File: src/rtl/rf_pkg.sv
// Shared sizing and types for the register file and its busy-bit scoreboard.
package rf_pkg;

    localparam int DATA_W   = 32;
    localparam int ADDR_W   = 5;
    localparam int NUM_REGS = 2 ** ADDR_W;
    localparam int ZERO_REG = 0;

    typedef logic [ADDR_W-1:0] reg_addr_t;

endpackage : rf_pkg

File: src/rtl/reg_scoreboard.sv
// Busy-bit scoreboard: one pending-write flag per register, set on issue and
// cleared on write-back. Register 0 never becomes busy.
module reg_scoreboard
    import rf_pkg::*;
#(
    parameter int ADDR_W = rf_pkg::ADDR_W
) (
    input  logic              clk,
    input  logic              rst,
    input  logic              issue_en,
    input  logic [ADDR_W-1:0] issue_addr,
    input  logic              wr_en,
    input  logic [ADDR_W-1:0] wr_addr,
    input  logic [ADDR_W-1:0] rs_addr,
    input  logic [ADDR_W-1:0] rt_addr,
    output logic              rs_busy,
    output logic              rt_busy
);

    localparam int NREGS = 2 ** ADDR_W;
    localparam logic [ADDR_W-1:0] ZERO_ADDR = ADDR_W'(ZERO_REG);

    logic [NREGS-1:0] busy_q;
    logic [NREGS-1:0] busy_d;

    // Next busy state: a new issue beats a write-back to the same register,
    // since the freshly issued producer is still in flight.
    always_comb begin
        busy_d = busy_q;
        for (int a = 1; a < NREGS; a++) begin
            if (issue_en && (issue_addr == ADDR_W'(a))) begin
                busy_d[a] = 1'b1;
            end else if (wr_en && (wr_addr == ADDR_W'(a))) begin
                busy_d[a] = 1'b0;
            end
        end
        busy_d[0] = 1'b0;
    end

    // Busy bit storage with synchronous reset.
    always_ff @(posedge clk) begin
        if (rst) begin
            busy_q <= '0;
        end else begin
            busy_q <= busy_d;
        end
    end

    // Query ports: a write-back this cycle masks busy because its data is bypassed.
    always_comb begin
        rs_busy = (rs_addr != ZERO_ADDR) && busy_q[rs_addr] &&
                  !(wr_en && (wr_addr == rs_addr));
        rt_busy = (rt_addr != ZERO_ADDR) && busy_q[rt_addr] &&
                  !(wr_en && (wr_addr == rt_addr));
    end

endmodule : reg_scoreboard

File: src/rtl/register_file.sv
// 2-read / 1-write register file with write bypass, hardwired zero register
// and a busy-bit scoreboard for pending write-backs.
module register_file
    import rf_pkg::*;
#(
    parameter int DATA_W = rf_pkg::DATA_W,
    parameter int ADDR_W = rf_pkg::ADDR_W
) (
    input  logic              clk,
    input  logic              rst,
    input  logic [ADDR_W-1:0] rs_addr,
    input  logic [ADDR_W-1:0] rt_addr,
    output logic [DATA_W-1:0] rs_data,
    output logic [DATA_W-1:0] rt_data,
    output logic              rs_busy,
    output logic              rt_busy,
    input  logic              wr_en,
    input  logic [ADDR_W-1:0] wr_addr,
    input  logic [DATA_W-1:0] wr_data,
    input  logic              issue_en,
    input  logic [ADDR_W-1:0] issue_addr
);

    localparam int NREGS = 2 ** ADDR_W;
    localparam logic [ADDR_W-1:0] ZERO_ADDR = ADDR_W'(ZERO_REG);

    // Register 0 has no storage; it is synthesised as a constant on read.
    logic [DATA_W-1:0] regs_q [1:NREGS-1];
    logic [DATA_W-1:0] regs_d [1:NREGS-1];

    // Read mux for one port: zero register, then write bypass, then storage.
    function automatic logic [DATA_W-1:0] read_port(
        input logic [ADDR_W-1:0] addr,
        input logic              we,
        input logic [ADDR_W-1:0] waddr,
        input logic [DATA_W-1:0] wdata,
        input logic [DATA_W-1:0] store [1:NREGS-1]
    );
        logic [DATA_W-1:0] val;
        val = '0;
        if (addr == ZERO_ADDR) begin
            val = '0;
        end else if (we && (waddr == addr)) begin
            val = wdata;
        end else begin
            val = store[addr];
        end
        return val;
    endfunction

    // Write decode: writes targeting register 0 are dropped.
    always_comb begin
        regs_d = regs_q;
        if (wr_en && (wr_addr != ZERO_ADDR)) begin
            regs_d[wr_addr] = wr_data;
        end
    end

    // Register storage; reset wins over a coincident write.
    always_ff @(posedge clk) begin
        if (rst) begin
            regs_q <= '{default: '0};
        end else begin
            regs_q <= regs_d;
        end
    end

    // Combinational read ports with write-back bypass.
    always_comb begin
        rs_data = read_port(rs_addr, wr_en, wr_addr, wr_data, regs_q);
        rt_data = read_port(rt_addr, wr_en, wr_addr, wr_data, regs_q);
    end

    reg_scoreboard #(
        .ADDR_W (ADDR_W)
    ) u_scoreboard (
        .clk        (clk),
        .rst        (rst),
        .issue_en   (issue_en),
        .issue_addr (issue_addr),
        .wr_en      (wr_en),
        .wr_addr    (wr_addr),
        .rs_addr    (rs_addr),
        .rt_addr    (rt_addr),
        .rs_busy    (rs_busy),
        .rt_busy    (rt_busy)
    );

endmodule : register_file
File: config.mk
export PLATFORM = sky130hd
export DESIGN_NAME = register_file
export DESIGN_NICKNAME = d
export VERILOG_FILES = /design/src/rtl/rf_pkg.sv /design/src/rtl/reg_scoreboard.sv /design/src/rtl/register_file.sv
export SDC_FILE = /design/constraint.sdc
export NUM_CORES = 2
export LEC_CHECK = 0
export ABC_AREA = 0
export BUFFER_PORTS_ARGS = -buffer_cell sky130_fd_sc_hd__buf_2
export CORE_ASPECT_RATIO = 0.8
export CORE_MARGIN = 1.5
export CORE_UTILIZATION = 35
export DETAILED_ROUTE_END_ITERATION = 7
export HOLD_SLACK_MARGIN = 0.06
export MAX_ROUTING_LAYER = met4
export SLEW_MARGIN = 20
export SYNTH_ARGS = -nofsm -noshare
export SYNTH_HDL_FRONTEND = slang
export SYNTH_HIERARCHICAL = 1
export SYNTH_SLANG_ARGS = --single-unit
File: constraint.sdc
create_clock -name clk -period 4.1 [get_ports clk]
set_clock_uncertainty 0.2 [all_clocks]
set_input_delay 1.025 -clock clk [delete_from_list [all_inputs] [get_ports clk]]
set_output_delay 1.025 -clock clk [all_outputs]
set_load 0.005 [all_outputs]
==> metrics <==
failing checks=DRC, setup timing; RSZ-0062 raised after global routing=yes; reg2reg start=regs_q[91]; Hold Crit Class=register to register; Syn Area/Cell=approximately 8.5 sq um; Clock power frac=a little under half; Initial Util=35.2%; Synth Instances=6304; min Tclk post-route=approximately 4400 ps; share of cells above drive strength 1=27.8%; CTS Buffer Depth=3; DRC=3; first-pass GRT wire length=344000 um; Final period util=107%; reg-to-reg endpoint=regs_q[91]; outcome=finished, violations left; CTS root buffer=clkbuf_16; DRT Wirelength=243000 um; # fillers=14000; VDD IR max=around 0.00034 V; Die ar.=155000 sq um; fin worst setup slack=-283 ps; pins over their slew limit=0; Synth-to-Final Area Change=29.2%; Cell Count, Final, Fillers Out=~8700; Startpoint Class=primary input; Placed Instance Area=59000 sq um; number of DRC markers in iteration 0=9118; RePlAce Congestion=0.931; Final setup viols=63; Total Neg Setup Slack=-6770 ps; R2R Setup Slk=3170 ps; Seq/Total Area, Yosys=38.2%; Ports=~120; CTS tree=built; Crit Path Category=primary input to output port; FF-to-FF path depth=2; worst hold path stage count=2; ys async rst share=0%; Max Cap Violations=0; post-cts hold buffer count=0; Logic pwr share=13.5%; grt ovf=0; Syn Std Cell Area=about 54000 sq um; Rows=between 100 and 150; clock slew at reported path FFs=60 ps; post-route ant nets=0; Initial DRT Pass Iterations=8; net switching power=0.00650 W; CTS Buf Count=113; port bufs=121; GRT Resource Usage Total=between 30% and 40%; Internal Power=0.0179 W; Reg power frac=41.2%; Core ar.=~150000 sq um; Sw Ratio=around a quarter; Hold Fails Final Rpt=0; via count=53400; largest net degree at the start of global routing=about 140; Hold Path Origin=regs_q[117]; Rel. slew slack=between 40% and 50%; worst hold endpoint=regs_q[117]; routed length per instance=28.1 um; #FFs+latches synth=1023; CP Max Fanout=9; pwr dens=353 nW/um^2; DR vias/cell=6.17; initial antenna violation count=6; Synth cell types=58; die height=about 350 um; Synthesized Nets=roughly 6400; prevailing post-synth register cell=dfxtp_1; CP Capture Type=output port; H-tree depth=3; worst skew pair latency=710 ps; Yosys warnings=6; Leak=23.9 nW; post-route cell area=69200 sq um; fin nets=6597; vias in the first global route=49600; Max Fclk=228 MHz; Slew @ Worst Pin=797 ps; Detail Placement HPWL=138000 um; Inst Count DP=8226; TritonCTS Sinks=1023; CP Data Required Time=2870 ps; CP arrival=3160 ps; Die Wd=440 um; Post-synth EDFFs=0; hold_ws=approximately 270 ps; fin util=45.5%
[synth_stat cells (5+ instances only)]
cell | instances | area [sq um]
and2_1 | 7 | 43.8
dfxtp_1 | 1023 | 20500
nand2b_1 | 33 | 206
xor2_1 | 12 | 105
nand3_1 | 16 | 80.1
nor2b_1 | 37 | 231
a32o_1 | 20 | 200
buf_6 | 22 | 248
o21ai_1 | 6 | 30.0
o21ai_0 | 71 | 355
a21oi_1 | 1078 | 5400
or2_2 | 7 | 43.8
a21o_1 | 12 | 90.1
nor2_1 | 92 | 345
a211oi_1 | 9 | 67.6
a2111oi_0 | 17 | 149
mux2i_1 | 281 | 2810
buf_1 | 19 | 71.3
and3_1 | 6 | 37.5
mux2_2 | 105 | 1180
nand2_1 | 2089 | 7840
o211ai_1 | 27 | 203
nor3_1 | 9 | 45.0
a311oi_1 | 7 | 61.3
buf_4 | 43 | 323
xnor2_1 | 8 | 70.1
o22ai_1 | 20 | 125
a221o_1 | 11 | 110
clkbuf_2 | 5 | 25.0
mux4_2 | 351 | 7910
a2bb2oi_1 | 11 | 96.3
a22oi_1 | 51 | 383
mux4_1 | 7 | 184
a32oi_1 | 7 | 61.3
nand3b_1 | 6 | 45.0
buf_2 | 56 | 280
a22o_1 | 16 | 140
a221oi_1 | 132 | 1160
clkbuf_1 | 529 | 1990
[cell usage in the layout, fill, tap and decap left out, types with 21 or more instances in the layout]
master	count
nand2_1	2058
a21oi_1	1058
dfxtp_1	1023
buf_4	391
mux4_2	352
mux2i_1	224
buf_12	134
clkbuf_16	131
buf_2	102
mux2_2	98
a221oi_2	67
buf_6	61
nor2_1	49
o21ai_0	48
a221oi_1	47
buf_16	43
buf_8	40
mux2i_4	35
nor2_4	34
clkbuf_8	33
nand2_2	31
a22oi_1	29
o211ai_1	27
a22oi_2	22
mux2i_2	22
nor2b_1	21
clkinv_2	21
[layer usage]
metal | global-route usage [%] | routed length (um)
met1 | 38.4 | 88300
met2 | 44.6 | 106000
met3 | 7.49 | 32000
met4 | 16.5 | 16800
met5 | - | 0
[sequential cells by signal (all words and copies together), names as in the netlist]
register	cells
regs_q	992
u_scoreboard/busy_q	31
[power groups by stage]
stage                     Clock, W  Combinational, W  Sequential [W]
after floorplan                  0           0.00136          0.0103
after global placement           0           0.00248          0.0103
after detailed placement         0           0.00249          0.0103
after CTS                   0.0110           0.00300          0.0101
after global routing        0.0115           0.00336          0.0101
final                       0.0111           0.00330          0.0101
[final cells by class]
cell class	instances	area [sq um]	share of cell area (%)
clock inverter	44	649	0.938
inverter	4	15.0	0.0217
timing repair buffer	797	9300	13.4
multi-input combinational	4602	32900	47.5
antenna	3	7.51	0.0108
sequential	1023	20500	29.6
tap	2015	2520	3.64
clock buffer	162	3350	4.84
[timing repair]
item / 4_1_cts / 5_1_grt
gates resized for setup: 513 / 210
cloned: 37 / 16
setup buffers: 109 / 79
pin swaps: 122 / 105
setup endpoints to repair: 65 / 65
[logic make-up (layout without fill, tap and decap cells)]
logic type	after synthesis	after routing	share of synthesized area (%)
buf+inv	679	1007	5.54
mux	745	745	22.6
other cells	0	3	0
compound gates	1511	1511	16.3
xor+xnor	20	20	0.327
simple gates	2326	2326	17.0
flops	1023	1023	38.2
[through the flow]
stage,worst slack [ps],power (W)
after detailed placement,-764,0.0128
after CTS,-241,0.0241
final,-283,0.0244
after global routing,-287,0.0249
after floorplan,113,0.0116
after global placement,-832,0.0128
[how the worst max path moves through the flow]
| stage | from | end | cells after the start | slack (ps) |
|---|---|---|---|---|
| 3_5_place_dp | rs_addr[1] | rs_data[13] | 8 | -760 |
| 4_1_cts | rs_addr[0] | rs_data[13] | 10 | -240 |
| 2_1_floorplan | rt_addr[0] | rt_data[12] | 6 | 110 |
| 5_1_grt | rs_addr[0] | rs_data[2] | 8 | -290 |
| 6_report | rs_addr[0] | rs_data[15] | 11 | -280 |
| 3_3_place_gp | rs_addr[1] | rs_data[3] | 8 | -830 |
[worst max-delay path, stage by stage]
cell,delay [ps]
buf_12,120
buf_12,170
buf_16,190
buf_12,120
mux4_2,480
mux2i_1,200
buf_4,160
a2111o_1,190
o221ai_2,130
o21ba_4,230
buf_6,110
No activity file was read; power rests on OpenSTA's default activity.
